$ cat config.mk
export PLATFORM = sky130hd
export DESIGN_NAME = rng_arbiter_bank
export DESIGN_NICKNAME = d
export VERILOG_FILES = /design/src/rtl/rng_arbiter_bank.sv
export SDC_FILE = /design/constraint.sdc
export NUM_CORES = 1
export LEC_CHECK = 0
export CAP_MARGIN = 15
export CORE_MARGIN = 3
export CORE_UTILIZATION = 52
export DETAILED_ROUTE_END_ITERATION = 10
export GPL_ROUTABILITY_DRIVEN = 0
export PLACE_DENSITY = 0.82
export SLEW_MARGIN = 20
export SYNTH_ARGS = -nofsm -noshare
export SYNTH_HDL_FRONTEND = slang
export SYNTH_SLANG_ARGS = --single-unit
$ cat constraint.sdc
create_clock -name clk_clk -period 7.03 [get_ports clk_clk]
set_input_delay 2.109 -clock clk_clk [delete_from_list [all_inputs] [get_ports clk_clk]]
set_output_delay 2.109 -clock clk_clk [all_outputs]
set_load 0.01 [all_outputs]
$ cat src/rtl/rng_arbiter_bank.sv
// Shared Galois LFSR serving NUM_CH requesters through a round-robin arbiter.
// Each draw is bounded to [0, limit) by masked rejection sampling with a subtract fallback.
module rng_arbiter_bank #(
    parameter int unsigned       WIDTH     = 32,
    parameter int unsigned       NUM_CH    = 4,
    parameter logic [WIDTH-1:0]  SEED      = 32'hACE1_2024,
    parameter logic [WIDTH-1:0]  TAPS      = 32'h8020_0003,
    parameter int unsigned       DISCARD   = 4,
    parameter int unsigned       MAX_TRIES = 8
) (
    input  logic                    clk_clk,
    input  logic                    reset_reset,
    input  logic                    seed_load,
    input  logic [WIDTH-1:0]        seed_value,
    output logic [WIDTH-1:0]        random_num_export,
    input  logic [NUM_CH-1:0]       ch_req,
    input  logic [NUM_CH*WIDTH-1:0] ch_limit,
    output logic [NUM_CH-1:0]       ch_ack,
    output logic [WIDTH-1:0]        ch_value,
    output logic                    busy
);

    localparam int IDX_W = (NUM_CH > 1) ? $clog2(NUM_CH) : 1;
    localparam int CNT_W = (DISCARD > 1) ? $clog2(DISCARD) : 1;
    localparam int TRY_W = (MAX_TRIES > 1) ? $clog2(MAX_TRIES) : 1;

    typedef enum logic [1:0] {
        ST_IDLE,
        ST_WAIT,
        ST_TEST,
        ST_DONE
    } state_t;

    state_t           state_q, state_d;
    logic [WIDTH-1:0] s_q, s_d;
    logic [IDX_W-1:0] idx_q, idx_d;
    logic [IDX_W-1:0] last_grant_q, last_grant_d;
    logic [WIDTH-1:0] lim_q, lim_d;
    logic [WIDTH-1:0] mask_q, mask_d;
    logic [CNT_W-1:0] cnt_q, cnt_d;
    logic [TRY_W-1:0] tries_q, tries_d;
    logic [WIDTH-1:0] value_q, value_d;

    logic             grant_found;
    logic [IDX_W-1:0] grant_idx;
    logic [WIDTH-1:0] lim_sel;
    logic [WIDTH-1:0] lim_m1;
    logic [WIDTH-1:0] mask_sel;
    logic [WIDTH-1:0] candidate;

    always_comb begin
        s_d = (s_q >> 1) ^ (s_q[0] ? TAPS : '0);
        if (seed_load) begin
            s_d = (seed_value == '0) ? SEED : seed_value;
        end
    end

    // Rotating priority: search starts one past the channel served last.
    always_comb begin
        int               cand;
        logic [IDX_W-1:0] cand_idx;
        grant_found = 1'b0;
        grant_idx   = '0;
        cand        = 0;
        cand_idx    = '0;
        for (int off = 1; off <= int'(NUM_CH); off++) begin
            cand = int'(last_grant_q) + off;
            if (cand >= int'(NUM_CH)) begin
                cand = cand - int'(NUM_CH);
            end
            cand_idx = IDX_W'(cand);
            if (!grant_found && ch_req[cand_idx]) begin
                grant_found = 1'b1;
                grant_idx   = cand_idx;
            end
        end
    end

    // Mask is the smallest all-ones value covering lim-1, so a masked sample is < 2*lim.
    always_comb begin
        lim_sel = '0;
        for (int i = 0; i < int'(NUM_CH); i++) begin
            if (grant_idx == IDX_W'(i)) begin
                lim_sel = ch_limit[i*WIDTH +: WIDTH];
            end
        end
        lim_m1   = '0;
        mask_sel = '0;
        if (lim_sel >= WIDTH'(2)) begin
            lim_m1   = lim_sel - WIDTH'(1);
            mask_sel = lim_m1;
            for (int b = int'(WIDTH) - 2; b >= 0; b--) begin
                mask_sel[b] = mask_sel[b] | mask_sel[b+1];
            end
        end
    end

    always_comb begin
        state_d      = state_q;
        idx_d        = idx_q;
        last_grant_d = last_grant_q;
        lim_d        = lim_q;
        mask_d       = mask_q;
        cnt_d        = cnt_q;
        tries_d      = tries_q;
        value_d      = value_q;
        candidate    = s_q & mask_q;

        case (state_q)
            ST_IDLE: begin
                if (grant_found) begin
                    idx_d   = grant_idx;
                    lim_d   = lim_sel;
                    mask_d  = mask_sel;
                    cnt_d   = CNT_W'(DISCARD - 1);
                    tries_d = '0;
                    state_d = ST_WAIT;
                end
            end
            ST_WAIT: begin
                if (cnt_q == '0) begin
                    state_d = ST_TEST;
                end else begin
                    cnt_d = cnt_q - CNT_W'(1);
                end
            end
            ST_TEST: begin
                if (lim_q == '0) begin
                    value_d = s_q;
                    state_d = ST_DONE;
                end else if (lim_q == WIDTH'(1)) begin
                    value_d = '0;
                    state_d = ST_DONE;
                end else if (candidate < lim_q) begin
                    value_d = candidate;
                    state_d = ST_DONE;
                end else if (tries_q == TRY_W'(MAX_TRIES - 1)) begin
                    value_d = candidate - lim_q;
                    state_d = ST_DONE;
                end else begin
                    tries_d = tries_q + TRY_W'(1);
                end
            end
            ST_DONE: begin
                last_grant_d = idx_q;
                state_d      = ST_IDLE;
            end
            default: begin
                state_d = ST_IDLE;
            end
        endcase
    end

    always_ff @(posedge clk_clk or posedge reset_reset) begin
        if (reset_reset) begin
            state_q      <= ST_IDLE;
            s_q          <= SEED;
            idx_q        <= '0;
            last_grant_q <= IDX_W'(NUM_CH - 1);
            lim_q        <= '0;
            mask_q       <= '0;
            cnt_q        <= '0;
            tries_q      <= '0;
            value_q      <= '0;
        end else begin
            state_q      <= state_d;
            s_q          <= s_d;
            idx_q        <= idx_d;
            last_grant_q <= last_grant_d;
            lim_q        <= lim_d;
            mask_q       <= mask_d;
            cnt_q        <= cnt_d;
            tries_q      <= tries_d;
            value_q      <= value_d;
        end
    end

    always_comb begin
        ch_ack = '0;
        if (state_q == ST_DONE) begin
            ch_ack[idx_q] = 1'b1;
        end
    end

    assign random_num_export = s_q;
    assign ch_value          = value_q;
    assign busy              = (state_q != ST_IDLE);

endmodule

# After elaboration in Yosys (flattened, before gate mapping)
# Cells that the tools add are included.
[totals]
ff_bits = 139
inputBits = 167
wordCells = 154
[op_classes]
add_sub_neg = 12
magnitude_cmp = 12
eq_ne = 16
muxes = 51
n_bitwise = 33
reduce_logical = 21
[ops]
columns = ["op", "count"]
rows = [
  ["32-bit two-way mux", 12],
  ["32-bit logical NOT", 2],
  ["32-bit bitwise AND", 1],
  ["32-bit by 1-bit == test with 1-bit output (second input constant)", 1],
  ["32-bit by 2-bit greater-or-equal comparator with 1-bit output (second input constant)", 1],
  ["32-bit < comparator", 1],
  ["2-bit two-way mux", 16],
  ["32-bit by 1-bit subtractor with 32-bit output (second input constant)", 1],
  ["32-bit subtractor", 1],
  ["31-bit by 32-bit bitwise XOR with 32-bit output", 1],
  ["1-bit bitwise OR", 31],
  ["2-bit by 3-bit < comparator with 1-bit output (second input constant)", 5],
  ["3-bit two-way mux", 5],
  ["2-bit inequality test (second input constant)", 7],
  ["2-bit by 1-bit subtractor with 2-bit output (second input constant)", 5],
  ["3-bit greater-or-equal comparator (second input constant)", 3],
  ["1-bit two-way mux", 9],
  ["1-bit binary-select mux with 2-bit select", 4],
  ["2-bit == test (second input constant)", 4],
  ["2-bit case mux with 4 select lines", 1],
  ["2-bit by 2-bit adder with 3-bit output (second input constant)", 2],
  ["2-bit logical NOT", 3],
  ["3-bit case mux with 2 select lines", 1],
  ["3-bit AND reduction", 2],
  ["other kinds (17)", 26],
]

# Longest topological paths before layout
# Gate-level depths: netlist of the first run.
[logic_depth]
depth_word = 53
mapped_depth = 21

# Worst setup path after synthesis of the first run
# Ideal clock, no wire load.
[synth_path]
path_type = "input to register"
startpoint = "in ch_req[3]"
endpoint = "reg mask_q[5]"
t_arrival_ps = 6108
required_ps = 6904
setup_slack_ps = 796
cell_stages = 20
path_cell_list = "or2_2 -> buf_2 -> o211a_1 -> buf_6 -> buf_6 -> buf_2 -> buf_2 -> buf_2 -> nand2_1 -> nand2_1 -> o21ai_0 -> ha_1 -> inv_1 -> a2111oi_4 -> o2111ai_1 -> a2111oi_2 -> a31oi_2 -> a211oi_4 -> a41oi_1 -> a221o_1"
[synth_between]
elab_chain_cells = 45
elab_cells_between_ends = 60
classes_between = "1 x add/sub; 1 x order compare; 3 x eq/ne; 21 x mux; 26 x bitwise; 8 x reduce/logical"
[synth_rtl]
columns = ["item", "line_no", "rtl"]
rows = [
  ["start, declared", "16", "input logic [NUM_CH-1:0] ch_req,"],
  ["1-bit binary-select mux with 2-bit select", "72", "if (!grant_found && ch_req[cand_idx]) begin"],
  ["1-bit two-way mux (implied by the code)", "72", ""],
  ["1-bit two-way mux", "72", ""],
  ["1-bit logical NOT", "72", ""],
  ["1-bit logical AND", "72", ""],
  ["1-bit two-way mux", "72", ""],
  ["1-bit logical NOT", "72", ""],
  ["1-bit logical AND", "72", ""],
  ["1-bit two-way mux", "72", ""],
  ["1-bit logical NOT", "72", ""],
  ["1-bit logical AND", "72", ""],
  ["2-bit two-way mux", "72", ""],
  ["2-bit logical NOT", "83", "if (grant_idx == IDX_W'(i)) begin"],
  ["32-bit two-way mux (4 in a row)", "83", ""],
  ["32-bit by 1-bit subtractor with 32-bit output", "90", "lim_m1 = lim_sel - WIDTH'(1);"],
  ["1-bit bitwise OR (26 in a row)", "93", "mask_sel[b] = mask_sel[b] | mask_sel[b+1];"],
  ["32-bit two-way mux", "89", "if (lim_sel >= WIDTH'(2)) begin"],
  ["end signal, assigned", "171", "mask_q <= mask_d;"],
  ["end, declared", "39", "logic [WIDTH-1:0] mask_q, mask_d;"],
]
# Several ways; a longest one is shown, not always the timed one. The select of a mux whose other input is x is not followed.
# A chain may end at the register's enable or synchronous reset.

# Worst setup path in the final report of the first run
[layout_path]
startpoint = "in ch_req[1]"
endpoint = "reg mask_q[5]"
# Same word-level chain as after synthesis.

==> results of run 1 <==
## logic make-up after synthesis
group,count (synthesis)
mux,116
compound gates,324
buf+inv,111
flops,139
xor+xnor,47
fa+ha+maj,42
simple gates,440
## cell type report
type | count | area [sq um] | share of cell area [%]
Timing Repair Buffer | 262 | 2567 | 18.67
Clock buffer | 19 | 442.9 | 3.222
Tap cell | 265 | 331.6 | 2.412
Inverter | 53 | 201.4 | 1.465
Multi-Input combinational cell | 969 | 6566 | 47.76
Clock inverter | 13 | 143.9 | 1.047
Sequential cell | 139 | 3495 | 25.42
## stage by stage
stage,utilization (%),cells
after global placement,66.97,1688
after detailed placement,66.97,1688
final,69.95,1720
after global routing,69.95,1720
after floorplan,-,1219
after CTS,69.95,1720
## sequential cells by signal, summed over array words and instances (netlist names)
signal / flops
idx_q: 2
mask_q: 32
random_num_export: 32
cnt_q: 2
last_grant_q: 2
lim_q: 32
state_q: 2
tries_q: 3
ch_value: 32
## power breakdown
part,internal [mW],switching [mW]
clock network,0.533,0.351
logic,1.65,2.14
registers,1.14,0.299
total,3.33,2.79
## critical path, cell delays in order
cell	delay [ns]
clkdlybuf4s50_1	0.56
or3b_1	0.42
o211a_4	0.32
nand2_1	0.13
nand2_1	0.05
o21ai_0	0.47
ha_1	0.26
inv_1	0.11
a2111oi_4	0.43
nand2_1	0.23
nor4_1	0.31
o21ai_0	0.20
a211oi_4	0.40
a41oi_1	0.25
a221o_1	0.31
## synthesized netlist by cell type, types with 29 or more instances
master	n	area, sq um
ha_1	41	513.0
nand3_1	29	145.1
a21oi_1	63	315.3
mux2i_1	77	770.7
xnor2_1	36	315.3
o21ai_0	86	430.4
dfrtp_1	126	3153
nor3_1	33	165.2
clkbuf_1	40	150.1
inv_1	52	195.2
mux2_2	38	427.9
nor2_1	91	341.6
nand2_1	149	559.3
and2_1	36	225.2
## worst max-delay path by stage
stage | startpoint | to | depth (start not counted)
after floorplan | ch_req[3] | mask_q[5]$_DFFE_PP0P_ | 20
after global placement | ch_req[1] | mask_q[5]$_DFFE_PP0P_ | 15
after detailed placement | ch_req[1] | mask_q[9]$_DFFE_PP0P_ | 15
after CTS | ch_req[1] | mask_q[5]$_DFFE_PP0P_ | 15
after global routing | ch_req[3] | mask_q[5]$_DFFE_PP0P_ | 13
final | ch_req[1] | mask_q[5]$_DFFE_PP0P_ | 15
## metal layers
layer	wire length, um	track usage, %	vias to the layer above
met5	0	0	-
met2	15380	48.98	629
met1	13980	40.67	4993
li1	-	-	4909
met3	3224	5.426	91
met4	1043	10.90	0
## cell usage in the layout, fill, tap and decap left out, drive strengths merged, types with 13 or more instances in the layout
| cell type | synthesis | final |
|---|---|---|
| a21o | 18 | 18 |
| a21oi | 63 | 63 |
| a221oi | 21 | 21 |
| a22oi | 13 | 13 |
| and2 | 38 | 38 |
| buf | 18 | 27 |
| clkbuf | 40 | 19 |
| clkdlybuf4s50 | 0 | 235 |
| dfrtp | 126 | 126 |
| dfstp | 13 | 13 |
| ha | 41 | 41 |
| inv | 52 | 54 |
| mux2 | 38 | 38 |
| mux2i | 78 | 78 |
| nand2 | 149 | 149 |
| nand3 | 30 | 30 |
| nor2 | 91 | 91 |
| nor2b | 13 | 13 |
| nor3 | 33 | 33 |
| nor4 | 27 | 27 |
| o21a | 16 | 16 |
| o21ai | 88 | 88 |
| xnor2 | 36 | 36 |
==> run summary, run 1 <==
outcome: complete, no violations
I/O Buffers: 235
Fin Setup TNS: 0 ns
DPL Wire Length: 26310 um
type of the worst setup path: input pin to register
Post-Synth Simple-Gate Area: 20.42%
CP Data Required Time: 7.34 ns
Clock Pin Slew Worst Setup and Hold Paths: 0.06 ns
CP arrival: 6.59 ns
DRT Pass-1 Iters: 6
Initial Util: 53.34%
Root Buffer: clkbuf_16
Pwr per Cell Area: 445.0 nW/um^2
CTS sink count: 139
vias per cell: 6.176
crit-path max FO: 34
PostCTS Resize Cnt: 0
complex-gate fraction of the synthesized area: 21.18%
HP Start: mask_q[24]$_DFFE_PP0P_
hold_buf cts: 0
final setup fails: 0
Least-Margin Pin Slew: 0.8168 ns
number of global-route vias before repair: 10350
Ys Warns: 0
layout cells sized above 1: 9.622%
nets: 1651
reg2reg setup slack: 2.56 ns
final setup margin: 0.7499 ns
die area: 21900 sq um
WHS Path Cells: 1
flops & latches, synth: 139
post-synthesis sequential area ratio: 33.33%
startpoint types: input pin
leading register cell type out of synthesis: dfrtp_1
Worst Hold End: mask_q[24]$_DFFE_PP0P_
worst hold slack: 0.4896 ns
fin area: 13750 sq um
Layout area overhead: 31.14%
post-layout min period: 6.280 ns
Adder-Cell Fraction of Synth Area: 5.084%
Post-Place Setup Slack: 0.4009 ns
Total GRT Usage: 30.17%
RSZ-0062 raised after global routing: false
post-CTS setup buffer count: 0
FMAX: 0.1592 GHz
Antenna Cells: 0
number of distinct library cells after synthesis: 83
DIE WIDTH: 148.0 um
initial antenna violation count: 0
Synth Instances: 1219
MaxCap Viol Count: 0
cts bufs inserted: 17
syn_nets: 1428
largest net degree at the start of global routing: 66
Reg-to-Reg Start: random_num_export[0]$_DFF_PP0_
Max Buffers Root-to-Sink: 2
mux cell area share after synthesis: 11.65%
Max-slew headroom: 43.99%
initial drt markers: 1093
worst ir drop on vdd: 0.2248 mV
GRT overflow: 0
FFs w/ async S/R, synth: 100.0%
Vias: 10620
xor and xnor area share after synthesis: 3.926%
ANT nets after route: 0
Avg Inst Size Synth: 8.600 sq um
Cell Rows: 51
DP Area: 13160 sq um
P_leak: 5.716 nW
CTS tree: built
first-pass GRT wire length: 53170 um
Cell Area, Synth: 10480 sq um
DR WL/cell: 19.55 um
hold crit path type: register to register
Total Routed Length: 33630 um
crit path capture type: register
total power draw: 6.118 mW
area of the core: 19650 sq um
# DRC: 0
worst r2r path cells: 16
die height: 148.0 um
r2r endpoint: ch_value[31]$_DFFE_PP0P_
main combinational cell family by area after synthesis: compound AO/OA/AOI/OAI gates
Final period util: 89.33%
clock latency on the worst-skew pair: 0.43 ns
Post-synth EDFFs: 0
Ports: 236
Max Slew Vio Count: 0
fillcell total: 1599
# H-tree levels: 4
clk_skew: 0.009258 ns
Final Hold Fails: 0
Note: power is estimated with default switching activity, not from simulation.
==> run 2, diff against run 1 <==
--- a/config.mk
+++ b/config.mk
@@ -6,11 +6,13 @@
 export NUM_CORES = 1
 export LEC_CHECK = 0
 export CAP_MARGIN = 15
+export CORE_ASPECT_RATIO = 1.2
 export CORE_MARGIN = 3
 export CORE_UTILIZATION = 52
 export DETAILED_ROUTE_END_ITERATION = 10
 export GPL_ROUTABILITY_DRIVEN = 0
 export PLACE_DENSITY = 0.82
+export REMOVE_ABC_BUFFERS = 1
 export SLEW_MARGIN = 20
 export SYNTH_ARGS = -nofsm -noshare
 export SYNTH_HDL_FRONTEND = slang
==> run summary, run 2 (same netlist as run 1, synthesis figures left out) <==
CP Data Required Time: 7.29 ns
GRT overflow: 0
CP max stage cell: clkdlybuf4s50_1
Final Hold Fails: 0
# H-tree levels: 4
MaxCap Viol Count: 0
crit path capture type: register
Critical path buffers and inverters: 3
Max-slew headroom: 36.73%
most frequent cells in the layout: clkdlybuf4s50_1, nand2_1, dfrtp_1, nor2_1, o21ai_0
Worst Hold End: ch_value[27]$_DFFE_PP0P_
Max Buffers Root-to-Sink: 2
outcome: complete, no violations
CP arrival: 6.51 ns
crit-path max FO: 39
ANT nets after route: 0
HP Start: ch_value[27]$_DFFE_PP0P_
Clock Pin Slew Worst Setup and Hold Paths: 0.06 ns
Layout area overhead: 30.33%
peak per-stage delay on the critical path: 0.50 ns
nets: 1650
WP depth: 14
final setup fails: 0
# DRC: 0
Placed Cells: 1683
P_leak: 5.680 nW
die height: 161.5 um
fin area: 13660 sq um
final setup margin: 0.7841 ns
initial antenna violation count: 0
layout cells sized above 1: 9.560%
first-pass GRT wire length: 51250 um
Pwr per Cell Area: 435.8 nW/um^2
Total Routed Length: 31360 um
commonest non-fill, non-tap cell in the layout: clkdlybuf4s50_1
worst hold slack: 0.4750 ns
clk_skew: 0.01075 ns
DIE WIDTH: 135.6 um
FMAX: 0.1601 GHz
cts bufs inserted: 17
startpoint types: input pin
hold_buf cts: 0
initial drt markers: 936
CP delay by family, top: compound AO/OA/AOI/OAI gates
type of the worst setup path: input pin to register
DPL Wire Length: 24760 um
Least-Margin Pin Slew: 0.9428 ns
number of global-route vias before repair: 10150
worst ir drop on vdd: 0.2045 mV
CTS tree: built
fillcell total: 1562
largest net degree at the start of global routing: 72
reg2reg setup slack: 2.37 ns
final core utilization: 69.40%
Cell Rows: 56
Root Buffer: clkbuf_16
die area: 21910 sq um
RSZ-0062 raised after global routing: false
Total GRT Usage: 28.82%
WHS Path Cells: 2
Reg-to-Reg Start: random_num_export[0]$_DFF_PP0_
Final period util: 88.85%
Post-Place Setup Slack: 0.4477 ns
Ports: 236
worst r2r path cells: 15
Initial Util: 53.25%
r2r endpoint: state_q[1]$_DFFE_PP0P_
CTS sink count: 139
Max Slew Vio Count: 0
Vias: 10280
Fin Setup TNS: 0 ns
clock latency on the worst-skew pair: 0.43 ns
hold crit path type: register to register
DR WL/cell: 18.29 um
DP Area: 13150 sq um
total power draw: 5.954 mW
DRT Pass-1 Iters: 6
I/O Buffers: 235
PostCTS Resize Cnt: 0
crit path cell chain: clkdlybuf4s50_1 -> o21ai_0 -> o211a_4 -> buf_12 -> buf_4 -> mux2i_1 -> mux2i_1 -> nor4_4 -> nand3_1 -> a2111oi_2 -> a31oi_2 -> a211oi_4 -> and3_1 -> a41oi_1
fin cells: 1715
Crit path top cell by count: mux2i_1
post-CTS setup buffer count: 0
vias per cell: 5.994
post-layout min period: 6.246 ns
Antenna Cells: 0
area of the core: 19690 sq um
-- run 2: cell types whose count changed in the layout (fill, tap and decap cells not counted) --
cell        before  now
o21ai_0         85   84
clkinvlp_4       4    3
o21ai_2          0    1
bufinv_16        2    0
buf_4           26   25
a211oi_4         2    1
nor2_1          90   89
clkbuf_8         1    0
inv_6            2    0
nor2_2           1    2
clkbuf_1         1    3
a211oi_2         2    3
clkinv_2         2    6
-- run 2: how the worst max path moves through the flow --
stage / startpoint / end / slack (ns)
2_1_floorplan: ch_req[3] / mask_q[5]$_DFFE_PP0P_ / -0.36
3_3_place_gp: ch_req[3] / mask_q[7]$_DFFE_PP0P_ / 0.56
3_5_place_dp: ch_req[1] / mask_q[7]$_DFFE_PP0P_ / 0.45
4_1_cts: ch_req[1] / mask_q[7]$_DFFE_PP0P_ / 0.86
5_1_grt: ch_req[3] / mask_q[5]$_DFFE_PP0P_ / 0.39
6_report: ch_req[1] / mask_q[7]$_DFFE_PP0P_ / 0.78
-- run 2: per-layer routing --
metal	track usage (%)	wire, um	vias up
met3	4.393	2253	71
met5	0	0	-
met4	10.22	819	0
li1	-	-	4904
met2	48.05	15100	499
met1	38.13	13190	4806
-- run 2: final cells by class --
| type | instances | area (sq um) | area share, % |
|---|---|---|---|
| Timing Repair Buffer | 261 | 2560 | 18.74 |
| Multi-Input combinational cell | 969 | 6565 | 48.05 |
| Clock inverter | 12 | 78.83 | 0.5769 |
| Inverter | 53 | 201.4 | 1.474 |
| Clock buffer | 20 | 436.7 | 3.196 |
| Sequential cell | 139 | 3495 | 25.58 |
| Tap cell | 261 | 326.6 | 2.390 |
-- run 2: power breakdown --
part           internal [mW]  switching (mW)
clock                  0.447           0.338
sequential              1.15           0.298
combinational           1.65            2.08
total                   3.24            2.71
-- run 2: tightest hold or removal path: cells and delay by family (launching register included) --
family | cells | cell delay [ns]
AND/OR/NAND/NOR | 1 | 0.05
flip-flops | 1 | 0.34
AO/OA/AOI/OAI | 1 | 0.05
==> run 3, diff against run 2 <==
--- a/config.mk
+++ b/config.mk
@@ -13,7 +13,7 @@
 export GPL_ROUTABILITY_DRIVEN = 0
 export PLACE_DENSITY = 0.82
 export REMOVE_ABC_BUFFERS = 1
-export SLEW_MARGIN = 20
+export SLEW_MARGIN = 25
 export SYNTH_ARGS = -nofsm -noshare
 export SYNTH_HDL_FRONTEND = slang
 export SYNTH_SLANG_ARGS = --single-unit
==> results of run 3 <==
Same layout as run 2: the final DEF is identical, and so are final timing and power.
